`src/rtl/scroll_provider_pkg.sv`:
```
// Shared types and helpers for the scroll_provider row-data source.
// Optional horizontal scrolling is enabled by defining SCROLL_PROVIDER_SCROLL_EN.
package scroll_provider_pkg;

    typedef enum logic [2:0] {
        IDLE,
        FETCH_A,
        FETCH_B,
        LOAD,
        EMIT
    } state_t;

    localparam int GLYPH_W = 64;
    localparam logic [7:0] BLANK_CHAR = 8'h20;

    // Gather bit `row` of each of the eight glyph columns into one byte.
    function automatic logic [7:0] row_slice(
        input logic [GLYPH_W-1:0] glyph,
        input logic [2:0]         row
    );
        logic [7:0] b;
        b = '0;
        for (int k = 0; k < 8; k++) begin
            b[k] = glyph[8*k + int'(row)];
        end
        return b;
    endfunction

endpackage

```
`src/rtl/scroll_byte_mux.sv`:
```
// Builds one row byte from two adjacent glyphs and a pixel shift.
// Bit j comes from glyph A column s+j, or glyph B column s+j-8 once past A.
module scroll_byte_mux
    import scroll_provider_pkg::*;
(
    input  logic [GLYPH_W-1:0] glyph_a,
    input  logic [GLYPH_W-1:0] glyph_b,
    input  logic [2:0]         shift,
    input  logic [2:0]         row,
    output logic [7:0]         col
);

    logic [15:0] pair;

    // Concatenate both row slices and shift the 8-column window into place.
    always_comb begin
        pair = {row_slice(glyph_b, row), row_slice(glyph_a, row)} >> shift;
        col  = pair[7:0];
    end

endmodule

```
`src/rtl/scroll_provider.sv`:
```
// Row-data source for cascaded MAX7219 matrices: message RAM, font fetch, byte emit.
// Define SCROLL_PROVIDER_SCROLL_EN to enable the pixel scroll offset.
module scroll_provider
    import scroll_provider_pkg::*;
#(
    parameter int MSG_LEN = 16,
    parameter int NUM_DEV = 4,
    parameter int FONT_AW = 7,
    localparam int MSG_W  = $clog2(MSG_LEN),
    localparam int DEV_W  = (NUM_DEV > 1) ? $clog2(NUM_DEV) : 1
) (
    input  logic               clk,
    input  logic               rst_n,
    input  logic               msg_we,
    input  logic [MSG_W-1:0]   msg_waddr,
    input  logic [7:0]         msg_wdata,
    input  logic               scroll_step,
    input  logic               start,
    output logic [FONT_AW-1:0] font_addr,
    input  logic [GLYPH_W-1:0] font_q,
    output logic               valid,
    input  logic               ready,
    output logic [7:0]         col,
    output logic [2:0]         row_idx,
    output logic [DEV_W-1:0]   dev_idx,
    output logic               busy,
    output logic               frame_done
);

    localparam int OFS_W = MSG_W + 3;

    state_t             state;
    logic [7:0]         msg [MSG_LEN];
    logic [OFS_W-1:0]   offset;
    logic [OFS_W-1:0]   frame_ofs;
    logic [GLYPH_W-1:0] glyph_a;

    logic [OFS_W-1:0]   g0_start;
    logic [OFS_W-1:0]   g0_cur;
    logic [OFS_W-1:0]   g0_nxt;
    logic [MSG_W-1:0]   slot_b;
    logic [2:0]         nxt_row;
    logic [DEV_W-1:0]   nxt_dev;
    logic               last_byte;
    logic [7:0]         mux_col;

    // First global pixel column shown on device `dev` for a given offset.
    function automatic logic [OFS_W-1:0] g0_of(
        input logic [OFS_W-1:0] ofs,
        input logic [DEV_W-1:0] dev
    );
        logic [OFS_W-1:0] d8;
        d8 = OFS_W'(dev) << 3;
        return ofs + d8;
    endfunction

    // Message RAM; slots start out as blanks.
    always_ff @(posedge clk or negedge rst_n) begin
        if (!rst_n) begin
            for (int i = 0; i < MSG_LEN; i++) begin
                msg[i] <= BLANK_CHAR;
            end
        end else if (msg_we) begin
            msg[msg_waddr] <= msg_wdata;
        end
    end

`ifdef SCROLL_PROVIDER_SCROLL_EN
    // Scroll offset advances one pixel per step and wraps at the message width.
    always_ff @(posedge clk or negedge rst_n) begin
        if (!rst_n) begin
            offset <= '0;
        end else if (scroll_step) begin
            offset <= offset + 1'b1;
        end
    end
`else
    logic step_unused;
    assign offset      = '0;
    assign step_unused = scroll_step;
`endif

    // Byte addressing: current and next (row, device) and their glyph slots.
    always_comb begin
        last_byte = (row_idx == 3'd7) && (dev_idx == '0);
        if (dev_idx == '0) begin
            nxt_dev = DEV_W'(NUM_DEV - 1);
            nxt_row = row_idx + 3'd1;
        end else begin
            nxt_dev = dev_idx - 1'b1;
            nxt_row = row_idx;
        end
        g0_start = g0_of(offset, DEV_W'(NUM_DEV - 1));
        g0_cur   = g0_of(frame_ofs, dev_idx);
        g0_nxt   = g0_of(frame_ofs, nxt_dev);
        slot_b   = g0_cur[OFS_W-1:3] + 1'b1;
    end

    scroll_byte_mux u_mux (
        .glyph_a (glyph_a),
        .glyph_b (font_q),
        .shift   (g0_cur[2:0]),
        .row     (row_idx),
        .col     (mux_col)
    );

    // Frame sequencer: two glyph fetches, one load, then hold until accepted.
    always_ff @(posedge clk or negedge rst_n) begin
        if (!rst_n) begin
            state      <= IDLE;
            valid      <= 1'b0;
            busy       <= 1'b0;
            frame_done <= 1'b0;
            col        <= '0;
            row_idx    <= '0;
            dev_idx    <= '0;
            font_addr  <= '0;
            frame_ofs  <= '0;
            glyph_a    <= '0;
        end else begin
            unique case (state)
                IDLE: begin
                    frame_done <= 1'b0;
                    busy       <= 1'b0;
                    if (start && !busy) begin
                        state     <= FETCH_A;
                        busy      <= 1'b1;
                        frame_ofs <= offset;
                        row_idx   <= '0;
                        dev_idx   <= DEV_W'(NUM_DEV - 1);
                        font_addr <= msg[g0_start[OFS_W-1:3]][FONT_AW-1:0];
                    end
                end
                FETCH_A: begin
                    font_addr <= msg[slot_b][FONT_AW-1:0];
                    state     <= FETCH_B;
                end
                FETCH_B: begin
                    glyph_a <= font_q;
                    state   <= LOAD;
                end
                LOAD: begin
                    col   <= mux_col;
                    valid <= 1'b1;
                    state <= EMIT;
                end
                EMIT: begin
                    if (ready) begin
                        valid <= 1'b0;
                        if (last_byte) begin
                            state      <= IDLE;
                            frame_done <= 1'b1;
                        end else begin
                            row_idx   <= nxt_row;
                            dev_idx   <= nxt_dev;
                            font_addr <= msg[g0_nxt[OFS_W-1:3]][FONT_AW-1:0];
                            state     <= FETCH_A;
                        end
                    end
                end
                default: state <= IDLE;
            endcase
        end
    end

endmodule
```
`config.mk`:
```
export PLATFORM = sky130hd
export DESIGN_NAME = scroll_provider
export DESIGN_NICKNAME = d
export VERILOG_FILES = /design/src/rtl/scroll_provider_pkg.sv /design/src/rtl/scroll_byte_mux.sv /design/src/rtl/scroll_provider.sv
export SDC_FILE = /design/constraint.sdc
export NUM_CORES = 1
export LEC_CHECK = 0
export ABC_AREA = 1
export CAP_MARGIN = 20
export CORE_ASPECT_RATIO = 0.6
export CORE_MARGIN = 2
export CORE_UTILIZATION = 40
export DETAILED_ROUTE_END_ITERATION = 8
export SLEW_MARGIN = 30
export SYNTH_ARGS = -nofsm -noshare
export SYNTH_HDL_FRONTEND = slang
export SYNTH_SLANG_ARGS = --single-unit
```
`constraint.sdc`:
```
create_clock -name clk -period 2.6 [get_ports clk]
set_clock_uncertainty 0.2 [all_clocks]
set_input_delay 0.78 -clock clk [delete_from_list [all_inputs] [get_ports clk]]
set_output_delay 0.78 -clock clk [all_outputs]
set_load 0.02 [all_outputs]
```
==> run metrics <==
DIE WIDTH=176.7 um; max-cap viol count=0; mux cell area share after synthesis=6.293%; Worst-Margin Slew=0.5228 ns; Overflow after GRT=0; fmax=398.5 MHz; Post-synth EDFFs=0; share of cells above drive strength 1=12.26%; # DRC=0; main combinational cell family by area after synthesis=simple AND/OR/NAND/NOR gates; H-tree depth=4; Tmin final=2.509 ns; setup tns final=0 ns; number of DRC markers in iteration 0=603; clk_lat worst skew=0.41 ns; CP max stage delay=0.64 ns; largest net degree at the start of global routing=47; Hold Fails Final Rpt=0; Routed WL per cell=15.05 um; total number of vias=6002; Final setup viols=0; Final HPWL DP=12.73 mm; vias per cell=4.916; Layout Nets=1060; 1st-pass router iterations=6; Sink Count=146; Slowest-stage cell, CP=clkdlybuf4s50_1; mean post-synth cell area=8.256 um2; Initial Utilization=41.34%; final slew viol count=0; ys flop type=dfrtp_1; PD cells=1189 nW/um2; Synth Cell Area=7158 um2; worst vdd ir=724.4 uV; GR Layer Usage met3=3.355%; sequential fraction of the synthesis area=51.18%; Async S/R FF share, synth=100.0%; Root Buffer=clkbuf_16; Post-Synth Simple-Gate Area=22.76%; total power=10860 uW; first-pass GRT wire length=29.96 mm; Post-synth top cells=nand2_1 (215), dfrtp_1 (138), o21ai_0 (96); Yosys warning count=0; die height=107.6 um; Syn Inst Count=867; remaining antenna violation count after routing=0; outcome=finished clean; vias in the first global route=5621; Longest Clk Path Bufs=2; period utilisation layout=96.52%; Worst Setup End Kind=primary output; Compound-Gate Fraction of Synth Area=11.26%; most numerous cell in the Yosys netlist=nand2_1; Synth Area in Adders=0.6992%; Site Rows=37; CP Depth=1; post-synth top area cell=dfrtp_1; ant diodes=0; Top Usage Layer GRT=met1; Yosys reg bits=146; area grow syn2layout=27.63%; distinct cell type count after synthesis=29; Leak Pwr=0.004286 uW; routability cong.=0.8495; CTS buffer count=17; initial antenna violation count=0; core area=17310 um2; worst reg2reg path depth=10; crit-path max FO=8; RSZ-0062 raised after global routing=no; syn nets=953; Worst setup SP type=register; All-Layer GR Usage=20.21%; # IOs=105; post-synth top area share=48.24%; register area=3666 um2; Worst-path clk slew=0.07 ns; port buffer count=102; met2 usage=28.46%; critical path buffer and inverter count=1; CTS tree=yes; Worst Hold Class=input pin to asynchronous set/reset pin; multi-input logic area=2935 um2; fillers=1679; Relative slew margins=65.11%; die area=19020 um2; xor/xnor share of the synthesized area=0%; critical path cell sequence=clkdlybuf4s50_1; crit-path leading delay family=buffers and inverters; Arr. time, crit path=1.53 ns; DRT Wirelength=18.37 mm; critical path required time=1.62 ns; grt met1 use=32.04%; critical path class=register to primary output; top post-synthesis cells by area=dfrtp_1 (48%), nand2_1 (11%), o21ai_0 (6.7%), mux2_2 (6.0%), nand3_1 (5.2%)
==> stage by stage <==
stage               utilization [%]  setup WS [ns]  hold slack, ns  cell area (um2)  std cells
floorplan                         -         0.4012          0.2530             7158        867
global placement              49.30         0.1854          0.2642             8536       1189
detailed placement            49.30         0.1868          0.2731             8536       1189
CTS                           52.75        0.03652         0.09685             9134       1221
global route                  52.77        0.04177          0.1197             9136       1221
finish                        52.77        0.09055         0.09171             9136       1221
==> registers in the layout (all words and copies together) (netlist names) <==
register	count
busy	1
col	8
dev_idx	2
font_addr	7
frame_done	1
glyph_a	64
msg	56
row_idx	3
state	3
valid	1
==> report_power, final <==
group          leakage [uW]  switching, uW  internal (uW)
Clock              0.000283           1060           1450
Combinational       0.00227           2790           1920
Sequential          0.00173            458           3180
==> logic make-up (layout without fill, tap and decap cells) <==
group | Yosys count | in the layout
AOI/OAI and AO/OA | 152 | 152
adders and majority gates | 4 | 4
buffers and inverters | 135 | 255
DFF | 146 | 146
muxes | 40 | 40
and+or+nand+nor | 390 | 390
==> layout by cell type, fill, tap and decap left out, types with 2 or more instances in the layout <==
master,n
dfrtp_2,2
a31oi_1,2
inv_8,2
inv_6,6
o21ai_0,96
clkinvlp_4,3
dfstp_2,8
nor2_2,2
inv_1,90
nor2_1,89
mux2_1,2
buf_4,23
dfrtp_1,136
mux2_2,38
a21oi_1,37
clkbuf_16,17
bufinv_16,2
nand3_2,2
buf_12,5
nand2_1,215
clkdlybuf4s50_1,100
o211ai_1,16
nand3_1,74
inv_2,3
ha_1,4
==> worst paths after layout <==
path	startpoint	to	slack, ns
max	row_idx[2]$_DFFE_PN0P_	row_idx[2]	0.09
min reg2reg	msg[92]$_DFFE_PN0P_	msg[92]$_DFFE_PN0P_	0.29
min in group clk	msg[92]$_DFFE_PN0P_	msg[92]$_DFFE_PN0P_	0.29
max reg2reg	dev_idx[0]$_DFFE_PN0P_	font_addr[1]$_DFFE_PN0P_	0.38
min	rst_n	glyph_a[39]$_DFFE_PN0N_	0.09
max in group asynchronous	rst_n	msg[125]$_DFFE_PN1P_	1.43
==> layout make-up <==
type                       count  share of cell area [%]
timing repair buffer         130                   14.20
clock buffer                  18                   4.697
multi-input combinational    586                   32.13
clock inverter                14                   1.821
sequential                   146                   40.13
tap                          234                   3.205
inverter                      93                   3.821
==> routing by layer <==
metal	vias up	wire length (um)
li1	3010	-
met1	2825	9771
met2	158	7440
met3	9	1047
met4	0	113
met5	-	0
==> timing repair <==
action,4_1_cts,5_1_grt
setup buffers,0,0
gates resized for setup,2,1
setup endpoints to repair,2,1
hold buffers,0,0
No activity file was read; power rests on OpenSTA's default activity.
==> RTL edit 1 (same flow settings) <==
Encoding of `state_t`: now one-hot (5 bits for 5 states).
--- a/src/rtl/scroll_provider_pkg.sv
+++ b/src/rtl/scroll_provider_pkg.sv
@@ -4,8 +4,8 @@
 
-    typedef enum logic [2:0] {
-        IDLE,
-        FETCH_A,
-        FETCH_B,
-        LOAD,
-        EMIT
+    typedef enum logic [4:0] {
+        IDLE    = 5'b00001,
+        FETCH_A = 5'b00010,
+        FETCH_B = 5'b00100,
+        LOAD    = 5'b01000,
+        EMIT    = 5'b10000
     } state_t;
Check against the original RTL: same outputs for any inputs over 4 cycles, from zero or initial values and one cycle with rst_n low; so few cycles prove little.
==> RTL edit 1 against the unedited design <==
- register-to-register slack got worse by 0.20 ns
- total power down 8.5%
- sequential cell count is 2 higher
- critical path depth unchanged
- die area up 2.0%
- critical endpoint is now dev_idx[0]
- cell area up 1.3%
- routed wire length increased by 4.5%
- clock power grew 7%
- worst setup slack better by 0.028 ns
- synthesized area up 2.1%
==> RTL edit 1: results (changes against the unedited design) <==
* Initial DRT Pass Iterations at 9 (+3)
* R2R depth at 11 (+1)
* Vias in the first global route at 5,805 (+3.3%)
* CP Capture Point: dev_idx[0]
* PD cells at 1070 nW/µm² (-9.7%)
* Global Route Usage Sum at 0.209 (+0.00684)
* DP Worst Slack at 0.0845 ns (-0.102 ns)
* Met3 WL at 1300 µm (+24%)
* Wirelength per Cell at 14.8 µm (-1.6%)
* VDD IR max at 0.000545 V (-25%)
* Share of cells above drive strength 1 at 0.0833 (-0.0393)
* Drt total wl at 19,200 µm (+4.5%)
* Clock power share at 0.271 (+0.040)
* M2 GR Usage at 0.259 (-0.0256)
* PostCTS Resize Cnt at 0 (-2)
* Synth area leaders: dfrtp_1 48%, nand2_1 18%, o21ai_0 7.8%
* Port Buffers at 102 (unchanged)
* Dpl cells at 1,263 (+6.2%)
* WP data arrival at 1.50 ns (-0.03 ns)
* First-pass GRT wire length at 31,200 µm (+4.1%)
* Largest net degree at the start of global routing at 91 (+94%)
* Slew margin rel. at 0.619 (-0.0324)
* Comb power frac at 0.371 (-0.063)
* Post-DP HPWL at 13,400 µm (+5.2%)
* Hold Crit Start: glyph_a[54]
* Hold crit path type: flop to flop
* Outcome: completed
* Clock Latency Late Sink at 0.43 ns (+0.02 ns)
* Crit path max fanout at 3 (-5)
* Synth cell count leaders: 354 x nand2_1, 139 x dfrtp_1, 114 x o21ai_0
* Hold Buf Count CTS at 1 (+1)
* Critical R2R Capture: font_addr[4]
* Drt first-iter violations at 530 (-12%)
* Total Nets Final at 1,130 (+6.6%)
* Top cell type's share of synthesized area at 0.476 (-0.00632)
* Final period util at 0.955 (-0.0107)
* Post-Syn Nets at 1,034 (+8.5%)
* Met1 global-route usage at 0.354 (+0.0334)
* Seq/Total Area, Yosys at 0.508 (-0.00332)
* Synth Instances at 947 (+9.2%)
* Met3 usage at 0.0450 (+0.0114)
* Via density per instance at 4.86 (-1.0%)
* Fin Hold WS at 0.275 ns (+0.184 ns)
* Static leakage at 0.00445 µW (+3.9%)
* Area post-placement at 8600 µm² (+0.70%)
* Synth cell types at 27 (-6.9%)
* FF-to-FF setup slack at 0.18 ns (-0.20 ns)
* Final GP Congestion at 0.868 (+2.2%)
[RTL edit 1: cell count changes in the layout (fill, tap and decap cells not counted), sizes merged, moves of 2 or more]
cell and change:
o211ai +13, buf -5, nand2 +144, mux2 -40, a21oi -15, a31oi -2
bufinv +2, clkinv +4, nand3 +3, nor2 -60, nor3 -2, nand4 +5
inv +2, o21ai +18
[RTL edit 1: layout make-up]
| class | count | area [µm²] |
|---|---|---|
| well taps | 240 | 300 |
| multi-input cells | 651 | 2980 |
| clock inverters | 15 | 219 |
| clock buffers | 17 | 425 |
| inverters | 99 | 372 |
| flip-flops and latches | 148 | 3720 |
| repair buffers | 126 | 1240 |
| fillers | 1750 | 8720 |
[RTL edit 1: cell families (layout without fill, tap and decap cells)]
family / count (synthesis) / after routing / share of synthesized area
AO/OA/AOI/OAI: 166 / 166 / 0.125
adder cells (fa/ha/maj): 5 / 5 / 0.00856
buffers and inverters: 148 / 257 / 0.0843
flip-flops: 148 / 148 / 0.508
AND/OR/NAND/NOR: 480 / 480 / 0.274
==> RTL edit 2 (same settings) <==
Without the edit above. Add a define of `SCROLL_PROVIDER_SCROLL_EN`.
--- a/src/rtl/scroll_provider.sv
+++ b/src/rtl/scroll_provider.sv
@@ -2,2 +2,4 @@
 // Define SCROLL_PROVIDER_SCROLL_EN to enable the pixel scroll offset.
+`define SCROLL_PROVIDER_SCROLL_EN
+
 module scroll_provider
Function: same outputs for any inputs over 4 cycles, from zero or initial values and one cycle with rst_n low; that may be too few to reach the edited logic, so the function may still have changed.
==> RTL edit 2 against the unedited design <==
- the run now ends with setup timing left
- routed wire length rose to 2.5 times the old value
- worst setup slack got worse by 0.44 ns
- register-to-register slack got worse by 0.73 ns
- count of clock-buffer cells in the layout rose by 17
- non-clock buffer count rose by 84
- cell area rose by 83%
- synthesized cell count rose by 130%
- sequential cell count rose by 70
- synthesized area rose by 88%
Power is left out: the tool's default activity adds up to more than one toggle a clock period on the data nets, which glitch-free logic cannot reach.
==> RTL edit 2: results (changes against the unedited design) <==
* Largest stage delay on the critical path at 0.52 ns (-0.12 ns)
* Synth async-reset ratio at 1.00 (unchanged)
* Clock Tree Root: clkbuf_16
* Synth warnings at 0 (unchanged)
* Initial DRT Pass Iterations at 8 (+2)
* Synth cell types at 33 (+14%)
* Top flop regs: msg (112), glyph_a (64), col (8)
* Setup violators final at 7 (+7)
* Drt total wl at 46,600 µm (+150%)
* Wirelength per Cell at 18.3 µm (+21%)
* First-pass GRT wire length at 73,200 µm (+140%)
* Seq/Total Area, Yosys at 0.404 (-0.108)
* Post-Syn Nets at 2,065 (+120%)
* N_diodes at 0 (unchanged)
* Outcome: finished with violations
* Hold Path Depth at 2
* Top_reg_cell synth: dfrtp_1
* Syn_area_per_cell at 6.81 µm² (-17%)
* Share of cells above drive strength 1 at 0.115 (-0.00789)
* Crit path max fanout at 9 (+1)
* Vias in the first global route at 12,750 (+130%)
* H-tree levels at 1 (-3)
* WP data arrival at 3.18 ns (+1.65 ns)
* Synth cell count leaders: 561 x nand2_1, 311 x nand3_1, 245 x o21ai_0
* Final GP Congestion at 0.956 (+13%)
* Worst-Margin Slew at 0.517 ns (-0.00618 ns)
* Port Buffers at 103 (+0.98%)
* CP max stage cell: fa_2
* Worst path top cell family by delay: adder cells
* Drt first-iter violations at 1,627 (+170%)
* R2R depth at 16 (+6)
* DR vias at 13,853 (+130%)
* TritonCTS Buffers at 24 (+7)
* Dpl cells at 2,502 (+110%)
* Bufs on Longest Clock Path at 3 (+1)
* Synth area leaders: dfrtp_1 37%, nand2_1 16%, nand3_1 12%
* Post-DP HPWL at 33,600 µm (+160%)
* Total Nets Final at 2,179 (+110%)
* Hold crit path type: flop to flop
* Clk pin slew, worst setup/hold paths at 0.06 ns
* Clock Latency Late Sink at 0.55 ns (+0.14 ns)
* Largest net degree at the start of global routing at 82 (+74%)
* PnR worst setup slack at -0.346 ns (-0.436 ns)
* Initial antenna violation count at 0 (unchanged)
* Global Route Usage Sum at 0.266 (+0.0643)
* Failing checks: setup timing
[RTL edit 2: cell type report]
class | count | area (µm²)
fill | 3272 | 16100
inverter | 216 | 818
tap | 450 | 563
multi-input combinational | 1412 | 6810
clock inverter | 8 | 81.3
timing repair buffer | 214 | 2250
sequential | 216 | 5430
clock buffer | 35 | 733
[RTL edit 2: worst paths after layout]
| path | slack [ns] | start | to |
|---|---|---|---|
| setup / recovery | -0.35 | dev_idx[0] | font_addr[1] |
| hold / removal | 0.28 | font_addr[6] | font_addr[6] |
| setup reg to reg | -0.35 | dev_idx[0] | font_addr[1] |
| hold reg to reg | 0.28 | font_addr[6] | font_addr[6] |
| max in group asynchronous | 0.99 | rst_n | msg[18] |
| min in group asynchronous | 0.56 | rst_n | glyph_a[40] |
[RTL edit 2: worst register-to-register path, stage by stage (launching register included)]
cell and delay, ns:
dfrtp_2 0.38, inv_2 0.06, ha_4 0.15, or2_4 0.24
ha_4 0.17, inv_2 0.05, fa_2 0.52, buf_12 0.20
buf_4 0.14, a21oi_1 0.11, o21ai_1 0.08, nand3_1 0.10
nand3_1 0.09, nand3_1 0.10, nand3_2 0.12, nand2_1 0.09
nand2_1 0.05
[RTL edit 2: layer usage]
metal  GRT usage  vias up  share of wire
li1            -     6642              -
met3      0.0855       61           0.12
met4      0.0528        0          0.017
met5           0        -              0
met2       0.342      656           0.38
met1       0.424     6494           0.49
[RTL edit 2: kinds of logic (layout without fill, tap and decap cells)]
| family | count (synthesis) | count (layout) | share of synthesized area |
|---|---|---|---|
| AOI/OAI and AO/OA | 429 | 429 | 0.166 |
| buffers and inverters | 342 | 473 | 0.105 |
| xor gates and xnor gates | 9 | 9 | 0.00755 |
| adders and majority gates | 13 | 13 | 0.0132 |
| and+or+nand+nor | 961 | 961 | 0.304 |
| DFF | 216 | 216 | 0.404 |
[RTL edit 2: repair_timing]
item / 4_1_cts / 5_1_grt
setup endpoints to repair: 12 / 7
hold buffers: 1 / 0
gates cloned: 1 / 0
endpoints found under the hold margin: 44 / 0
pin swaps: 7 / 11
buffers inserted: 4 / 1
gates resized for setup: 38 / 17
[RTL edit 2: per-stage QoR]
step	worst slack, ns	hold WS [ns]	TNS, ns	cell area [µm²]
3_5_place_dp	-0.449	0.266	-2.77	15600
3_3_place_gp	-0.392	0.266	-2.58	15600
4_1_cts	-0.333	0.284	-2.20	16700
5_1_grt	-0.479	0.310	-3.16	16700
6_report	-0.346	0.278	-2.23	16700
2_1_floorplan	-0.0407	0.248	-0.267	13500
